**config.mk**
```make
export PLATFORM = sky130hd
export DESIGN_NAME = tx_frame_ctrl
export DESIGN_NICKNAME = d
export VERILOG_FILES = /design/src/rtl/tx_ctrl_pkg.sv /design/src/rtl/tx_strobe_gen.sv /design/src/rtl/tx_frame_ctrl.sv
export SDC_FILE = /design/constraint.sdc
export NUM_CORES = 1
export LEC_CHECK = 0
export BUFFER_PORTS_ARGS = -buffer_cell sky130_fd_sc_hd__buf_2
export CORE_ASPECT_RATIO = 1.25
export CORE_MARGIN = 2
export CORE_UTILIZATION = 52
export DETAILED_ROUTE_END_ITERATION = 16
export GPL_ROUTABILITY_DRIVEN = 0
export GPL_TIMING_DRIVEN = 1
export PLACE_DENSITY = 0.75
export SLEW_MARGIN = 10
export SYNTH_ARGS = -nofsm -noshare
export SYNTH_HDL_FRONTEND = slang
export SYNTH_SLANG_ARGS = --single-unit
```
**constraint.sdc**
```tcl
create_clock -name sys_clk -period 2.4 [get_ports sys_clk]
set_input_delay 0.12 -clock sys_clk [delete_from_list [all_inputs] [get_ports sys_clk]]
set_output_delay 0.12 -clock sys_clk [all_outputs]
set_load 0.05 [all_outputs]
```
**src/rtl/tx_ctrl_pkg.sv**
```systemverilog
// Shared types and constants for the transmit frame sequencer.
package tx_ctrl_pkg;

  localparam int BITCNT_W = 8;

  typedef enum logic [2:0] {
    IDLE  = 3'd0,
    PRE   = 3'd1,
    PAY   = 3'd2,
    TAIL  = 3'd3,
    DRAIN = 3'd4,
    GAP   = 3'd5
  } state_t;

  typedef enum logic [1:0] {
    SEL_ZERO = 2'd0,
    SEL_PRE  = 2'd1,
    SEL_PRBS = 2'd2
  } bit_sel_t;

  // Index of the final bit of a segment of 'len' bits, in bit-counter width.
  function automatic logic [BITCNT_W-1:0] last_idx(input int len);
    return BITCNT_W'(len - 1);
  endfunction

endpackage

```
**src/rtl/tx_strobe_gen.sv**
```systemverilog
// Prescaler producing symbol-rate and bit-rate clock-enable strobes.
// sym_stb fires once every DIV cycles; bit_stb fires on every second sym_stb.
module tx_strobe_gen #(
  parameter int DIV = 4
) (
  input  logic sys_clk,
  input  logic reset,
  output logic sym_stb,
  output logic bit_stb
);

  localparam int CW = $clog2(DIV);
  localparam logic [CW-1:0] CNT_MAX = CW'(DIV - 1);

  logic [CW-1:0] cnt;
  logic          tog;

  // Free-running 0..DIV-1 counter; the toggle flips on every symbol strobe.
  always_ff @(posedge sys_clk) begin
    if (reset) begin
      cnt <= '0;
      tog <= 1'b0;
    end else if (cnt == CNT_MAX) begin
      cnt <= '0;
      tog <= ~tog;
    end else begin
      cnt <= cnt + CW'(1);
    end
  end

  assign sym_stb = (cnt == CNT_MAX);
  assign bit_stb = sym_stb & tog;

endmodule

```
**src/rtl/tx_frame_ctrl.sv**
```systemverilog
// Frame sequencer for the transmit chain: preamble, PRBS payload, encoder
// flush tail, pipeline drain and inter-frame gap, all paced by bit_stb.
module tx_frame_ctrl
  import tx_ctrl_pkg::*;
#(
  parameter int          DIV        = 4,
  parameter int          PRE_LEN    = 16,
  parameter logic [15:0] PRE_WORD   = 16'hF35A,
  parameter int          PAY_LEN    = 64,
  parameter int          TAIL_LEN   = 2,
  parameter int          DRAIN_LEN  = 2,
  parameter int          GAP_LEN    = 8,
  parameter int          ERR_PERIOD = 0
) (
  input  logic        sys_clk,
  input  logic        reset,
  input  logic        start,
  input  logic        continuous,
  input  logic        abort,
  input  logic        err_en,
  output logic        sym_stb,
  output logic        bit_stb,
  output logic        prbs_en,
  output logic [1:0]  bit_sel,
  output logic        pre_bit,
  output logic        tx_en,
  output logic        has_error,
  output logic        busy,
  output logic        frame_done,
  output logic [15:0] frame_cnt,
  output logic [2:0]  state
);

  localparam logic [BITCNT_W-1:0] LAST_PRE   = last_idx(PRE_LEN);
  localparam logic [BITCNT_W-1:0] LAST_PAY   = last_idx(PAY_LEN);
  localparam logic [BITCNT_W-1:0] LAST_TAIL  = last_idx(TAIL_LEN);
  localparam logic [BITCNT_W-1:0] LAST_DRAIN = last_idx(DRAIN_LEN);
  localparam logic [BITCNT_W-1:0] LAST_GAP   = last_idx(GAP_LEN);
  localparam logic [BITCNT_W-1:0] LAST_ERR   = last_idx(ERR_PERIOD);

  state_t              state_q, state_d;
  logic [BITCNT_W-1:0] bitcnt_q, bitcnt_d;
  logic [BITCNT_W-1:0] errcnt_q, errcnt_d;
  logic                start_pend_q, start_pend_d;
  logic                aborted_q, aborted_d;
  logic                tx_en_q, tx_en_d;
  logic                frame_done_q, frame_done_d;
  logic [15:0]         frame_cnt_q;
  logic                cnt_inc;
  logic [3:0]          pre_idx;

  tx_strobe_gen #(.DIV(DIV)) u_strobe (
    .sys_clk (sys_clk),
    .reset   (reset),
    .sym_stb (sym_stb),
    .bit_stb (bit_stb)
  );

  // Next-state logic: every transition and counter step waits for bit_stb.
  always_comb begin
    state_d      = state_q;
    bitcnt_d     = bitcnt_q;
    errcnt_d     = errcnt_q;
    start_pend_d = start_pend_q;
    aborted_d    = aborted_q;
    frame_done_d = 1'b0;
    cnt_inc      = 1'b0;

    // A start request is only remembered while idle.
    if (state_q == IDLE && start) start_pend_d = 1'b1;

    if (bit_stb) begin
      bitcnt_d = bitcnt_q + BITCNT_W'(1);
      unique case (state_q)
        IDLE: begin
          // abort on the deciding strobe cancels a pending start
          if (abort) start_pend_d = 1'b0;
          else if (start_pend_q) begin
            start_pend_d = 1'b0;
            state_d      = PRE;
          end
        end
        PRE: begin
          if (abort) begin
            aborted_d = 1'b1;
            state_d   = TAIL;
          end else if (bitcnt_q == LAST_PRE) begin
            state_d = PAY;
          end
        end
        PAY: begin
          errcnt_d = (errcnt_q == LAST_ERR) ? '0 : errcnt_q + BITCNT_W'(1);
          if (abort) begin
            aborted_d = 1'b1;
            state_d   = TAIL;
          end else if (bitcnt_q == LAST_PAY) begin
            state_d = TAIL;
          end
        end
        TAIL:  if (bitcnt_q == LAST_TAIL)  state_d = DRAIN;
        DRAIN: if (bitcnt_q == LAST_DRAIN) state_d = GAP;
        GAP: begin
          if (bitcnt_q == LAST_GAP) begin
            frame_done_d = 1'b1;
            cnt_inc      = ~aborted_q;
            aborted_d    = 1'b0;
            state_d      = continuous ? PRE : IDLE;
          end
        end
        default: state_d = IDLE;
      endcase
      // each state starts counting its bits from zero
      if (state_d != state_q) bitcnt_d = '0;
      if (state_d == PAY && state_q != PAY) errcnt_d = '0;
    end

    tx_en_d = (state_d == PRE) || (state_d == PAY) ||
              (state_d == TAIL) || (state_d == DRAIN);
  end

  // State, counters and registered outputs.
  always_ff @(posedge sys_clk) begin
    if (reset) begin
      state_q      <= IDLE;
      bitcnt_q     <= '0;
      errcnt_q     <= '0;
      start_pend_q <= 1'b0;
      aborted_q    <= 1'b0;
      tx_en_q      <= 1'b0;
      frame_done_q <= 1'b0;
      frame_cnt_q  <= '0;
    end else begin
      state_q      <= state_d;
      bitcnt_q     <= bitcnt_d;
      errcnt_q     <= errcnt_d;
      start_pend_q <= start_pend_d;
      aborted_q    <= aborted_d;
      tx_en_q      <= tx_en_d;
      frame_done_q <= frame_done_d;
      if (cnt_inc) frame_cnt_q <= frame_cnt_q + 16'd1;
    end
  end

  // Encoder input select and preamble bit, decoded from the current state.
  always_comb begin
    bit_sel = SEL_ZERO;
    pre_bit = 1'b0;
    if (state_q == PRE) begin
      bit_sel = SEL_PRE;
      pre_bit = PRE_WORD[pre_idx];
    end else if (state_q == PAY) begin
      bit_sel = SEL_PRBS;
    end
  end

  assign pre_idx    = 4'd15 - bitcnt_q[3:0];
  assign prbs_en    = bit_stb && (state_q == PAY);
  assign has_error  = err_en && (ERR_PERIOD != 0) && (state_q == PAY) &&
                      (errcnt_q == LAST_ERR);
  assign tx_en      = tx_en_q;
  assign busy       = (state_q != IDLE);
  assign frame_done = frame_done_q;
  assign frame_cnt  = frame_cnt_q;
  assign state      = state_q;

endmodule

```
==> impl_metrics.yaml, run 1 <==
run_status:
  status: "completed"
timing:
  timing.final.hold_violations: 0
  grt_setup_unrepaired: "no"
  layout_min_cycle_time_ns: 2.11
  fmax_ghz: 0.474
  fin_setup_tns_ns: 0
  setup_viol: 0
  max_slew_margin: 0.558
  skew_ns: 0.00438
  post-route-period-util: 0.879
  worst_slew_pin_slew_ns: 0.662
  finalMaxSlewViolations: 0
yosys:
  synth_top_area_frac: 0.365
  ys.warnings.count: 0
  synth_edf_count: 0
  syn_area_per_cell_sq_um: 8.33
  synth_area_sq_um: 1870
  syn_inst: 224
  synth-main-ff-cell: "dfxtp_1"
  synth_top_cell_by_area: "dfxtp_1"
  ys_types: 53
  postSynth.asyncResetShare: 0
  synthTopCellsByCount: "dfxtp_1, nand2_1, nor2_1, o21ai_0, nor3_1"
  synth_fp_nets: 234
  synth_area_leaders: "dfxtp_1, nand2_1, nor2_1"
  ys_seq_area_frac: 0.365
  ys_ff_latch: 34
  synth_most_common_cell: "dfxtp_1"
final_layout:
  diodes: 0
  final_cells: 295
  drive_above_1_share: 0.227
  fin_area_sq_um: 2150
  num-fill-cells: 312
  area_growth_pct: 15.0
  finalNetCount: 265
clock_tree:
  cts_sinks: 34
  numCtsBuffers: 5
  post_cts_buffers: 0
  cts-root-buf: "clkbuf_8"
  clk_pin_slew_ns: 0.07
  htree_levels: 2
  clk_latency_ns: 0.29
  cts_tree: "yes"
  cts.path.max_buffers: 2
critical_path:
  crit_path_end_kind: "primary output"
  worstSetupPathType: "flop to primary output"
  cp-start-kind: "flop"
  worstPathMaxFanout: 11
  reg2reg_depth: 7
  worstPathRequired_ns: 2.28
  arrival_ns: 1.99
floorplanning:
  io_pins: 35
  dieArea_sq_um: 4090
  num_rows: 24
  die_h_um: 71.0
  core_sq_um: 3450
  start_util: 0.540
  die_w_um: 57.6
power_and_ir_drop:
  ir_worst_vdd_uv: 475
  powerDensity_nw_per_um2: 530
  power.leakage_nw: 0.847
grt:
  grt_antenna_before_repair: 0
  grt_pass1_vias: 1549
  overflow: 0
  grt_max_degree: 39
  grt_usage: 0.215
  grt_pass1_wl_mm: 6.89
route:
  post_drt_via_cell_ratio: 5.69
  drt_iter0_drc: 84
  drt_wl_total_mm: 3.98
  drcViolationCount: 0
  routed-via-count: 1680
  wl_per_cell_um: 13.5
  ant_nets: 0
  dr.pass1.iters: 4
flow_run:
  maxCapViolations: 0
placed_design:
  dp.cells: 287
  place_area_sq_um: 2050
  hpwl_mm: 2.81
  io_buffers: 32
min_path:
  min_path_cells: 3
  hold_path_class: "primary input to flop"
path summary, 6_finish.rpt:
check / from / to / slack [ns]
worst max register to register: bitcnt_q[0] / bitcnt_q[6] / 0.30
worst min-delay path: start / start_pend_q / 0.13
worst max-delay path: u_strobe.cnt[0] / prbs_en / 0.29
worst min register to register: u_strobe.cnt[0] / u_strobe.cnt[0] / 0.44
cell families after synthesis:
group	Yosys count	synth area share
simple gates	108	0.333
compound gates	39	0.146
flops	34	0.365
buf+inv	23	0.0550
xor+xnor	12	0.0563
fa+ha+maj	4	0.0268
mux	3	0.0161
other cells	1	0.00201
per-stage QoR:
step                total power, mW  setup WS (ns)  hold WS (ns)   util
finish                         1.14          0.289         0.129  0.621
global route                   1.18         0.0307         0.170  0.621
CTS                            1.14          0.265         0.130  0.620
detailed placement            0.706          0.291         0.416  0.593
global placement              0.705          0.353         0.413  0.593
floorplan                     0.682       0.000659         0.203      -
registers in the layout, indices dropped and copies added, names as in the netlist:
name	cells
state	3
u_strobe.tog	1
start_pend_q	1
tx_en	1
frame_done	1
frame_cnt	16
bitcnt_q	8
u_strobe.cnt	2
aborted_q	1
timing repair:
item / in CTS / in global routing
gates resized for setup: 0 / 1
hold endpoints to repair: 0 / 0
endpoints found under the setup margin: 0 / 1
hold buffers: 0 / 0
final cells by class:
| type | count | area (sq um) | area share |
|---|---|---|---|
| clock inverter | 1 | 5.00 | 0.00233 |
| inverter | 12 | 45.0 | 0.0210 |
| sequential | 34 | 681 | 0.317 |
| tap | 39 | 48.8 | 0.0227 |
| clock buffer | 7 | 86.3 | 0.0402 |
| timing repair buffer | 35 | 183 | 0.0851 |
| multi-input combinational | 167 | 1100 | 0.511 |
worst max-delay path, cell delays in order (launching register included):
cell      delay (ns)
dfxtp_1         0.32
ha_1            0.25
nand2_1         0.32
clkinv_1        0.36
and2_1          0.24
buf_2           0.20
layer usage:
| layer | vias up | track usage | share of wire |
|---|---|---|---|
| li1 | 856 | - | - |
| met1 | 786 | 0.255 | 0.43 |
| met2 | 31 | 0.366 | 0.52 |
| met3 | 7 | 0.0439 | 0.036 |
| met4 | 0 | 0.101 | 0.021 |
| met5 | - | 0 | 0 |
layout by cell type, fill, tap and decap left out, types with 4 or more instances in the layout:
cell	netlist	final
buf_2	4	32
a21oi_1	8	8
nor2_1	22	22
nand3_1	10	10
inv_1	11	11
nand2_1	24	24
nor3_1	12	11
nand4_1	4	4
clkbuf_8	0	6
xor2_1	4	4
or3_1	5	5
o21ai_0	13	13
dfxtp_1	34	34
ha_1	4	4
xnor2_1	8	8
report_power, final:
| part | internal, mW | leakage (nW) | switching (mW) |
|---|---|---|---|
| Sequential | 0.575 | 0.275 | 0.0102 |
| Clock | 0.231 | 0.0482 | 0.212 |
| Combinational | 0.0339 | 0.523 | 0.0741 |
Note: power is estimated with default switching activity, not from simulation.
==> inputs of run 2 (changes only) <==
--- a/config.mk
+++ b/config.mk
@@ -15,3 +15,2 @@
 export PLACE_DENSITY = 0.75
-export SLEW_MARGIN = 10
 export SYNTH_ARGS = -nofsm -noshare
==> constraint.sdc (replaced) <==
create_clock -name sys_clk -period 2.4 [get_ports sys_clk]
set_input_delay 0 -clock sys_clk [delete_from_list [all_inputs] [get_ports sys_clk]]
set_output_delay 0 -clock sys_clk [all_outputs]
set_load 0.05 [all_outputs]
==> run 2 against run 1 <==
Effect of this change: maximum frequency rose by 0.23%; via count up 1.7%; die area stayed put; total power decreased by 3.0%; clock skew rose by 0.0059 ns; count of clock-buffer cells in the layout shrank 2; cell area is the same; cell count grew 0.68%; setup slack better by 0.0049 ns; critical endpoint is now bitcnt_q[7].
==> impl_metrics.yaml, run 2 (synthesis gave the netlist of run 1 again) <==
grt:
  grt_antenna_before_repair: 0
  overflow: 0
  grt_usage: 0.206
  grt_pass1_vias: 1516
  grt_pass1_wl_mm: 6.68
  grt_max_degree: 21
clock_tree:
  ctsHoldBuffers: 0
  cts-root-buf: "clkbuf_8"
  cts_sinks: 34
  cts_tree: "yes"
  post_cts_buffers: 0
  htree_levels: 2
  cts_resized: 0
  clk_latency_ns: 0.29
  cts.path.max_buffers: 2
  numCtsBuffers: 5
  clk_pin_slew_ns: 0.08
final_layout:
  final_cell_mix: "dfxtp_1, buf_2, nand2_1"
  largest_register_ffs: 16
  final_cells: 297
  fin_util: 0.621
  area_growth_pct: 15.0
  finalNetCount: 268
  final_common_cell: "dfxtp_1"
  diodes: 0
  drive_above_1_share: 0.229
  fin_area_sq_um: 2150
power_and_ir_drop:
  pwr-share-clk: 0.370
  ir_worst_vdd_uv: 534
  power_frac_seq: 0.530
  netSwitchingPower_mw: 0.298
  combPwrFrac: 0.100
  internal_power_mw: 0.804
  p_sw_frac: 0.270
  power.leakage_nw: 0.856
  powerDensity_nw_per_um2: 514
  finalPower_mw: 1.10
placed_design:
  place_ws_ns: 0.325
  dp.cells: 290
  io_buffers: 32
  place_area_sq_um: 2070
  hpwl_mm: 2.83
critical_path:
  worstSetupPathType: "flop to flop"
  worstPathRequired_ns: 2.60
  max_stage_delay_ns: 0.36
  worstPathMaxFanout: 7
  cp-start-kind: "flop"
  crit_family: "compound AO/OA/AOI/OAI gates"
  slowest_stage: "dfxtp_1"
  crit_path_end_kind: "flop"
  path_cells: "ha_1 -> and2_4 -> a41oi_1 -> o22ai_1 -> nor3_4 -> nand3b_2 -> o311ai_2"
  arrival_ns: 2.31
  path_buf_inv: 0
floorplanning:
  die_h_um: 71.0
  die_w_um: 57.6
  io_pins: 35
  core_sq_um: 3450
  num_rows: 24
  start_util: 0.540
  dieArea_sq_um: 4090
timing:
  setup_viol: 0
  fmax_ghz: 0.475
  skew_ns: 0.0103
  finalMaxSlewViolations: 0
  grt_setup_unrepaired: "no"
  post-route-period-util: 0.877
  setup_ws_ns: 0.294
  timing.final.hold_violations: 0
  timing.hold.ws_ns: 0.0122
  layout_min_cycle_time_ns: 2.11
  fin_setup_tns_ns: 0
route:
  drcViolationCount: 0
  dr.pass1.iters: 4
  drt_iter0_drc: 103
  met1_length_mm: 1.81
  ant_nets: 0
  dr_wl_met2_mm: 1.89
  drt_wl_total_mm: 4.00
  wl_met3_um: 223
  wl_per_cell_um: 13.5
  post_drt_via_cell_ratio: 5.75
  top_layer: "met4"
  routed-via-count: 1709
run_status:
  status: "completed"
flow_run:
  maxCapViolations: 0
min_path:
  hold_path_class: "primary input to flop"
-- run 2: power groups by stage --
stage               clock network (mW)  registers (mW)  logic (mW)
global placement                     0           0.597       0.110
detailed placement                   0           0.597       0.111
floorplan                            0           0.605      0.0778
global route                     0.431           0.586       0.120
finish                           0.407           0.585       0.110
CTS                              0.415           0.584       0.111
-- run 2: cell type report --
type | count | area (sq um)
well taps | 39 | 48.8
inverters | 12 | 45.0
repair buffers | 38 | 205
fillers | 307 | 1310
clock buffers | 5 | 68.8
flip-flops and latches | 34 | 681
clock inverters | 2 | 10.0
multi-input cells | 167 | 1090
-- run 2: worst paths after layout --
path              startpoint         endpoint  slack (ns)  cells past startpoint
max              bitcnt_q[0]      bitcnt_q[7]        0.29                      7
min                    start     start_pend_q        0.01                      3
max reg2reg      bitcnt_q[0]      bitcnt_q[7]        0.29                      7
min reg2reg  u_strobe.cnt[0]  u_strobe.cnt[0]        0.42                      1
-- run 2: metal layers --
layer  GRT usage  up-vias
met5           0        -
met1       0.254      788
met4      0.0904        0
met2       0.337       51
met3      0.0494       10
li1            -      860
-- run 2: tightest hold or removal path, cell delays in order --
cell and delay [ns]:
buf_2 0.10, a21oi_1 0.11, nor3_1 0.06
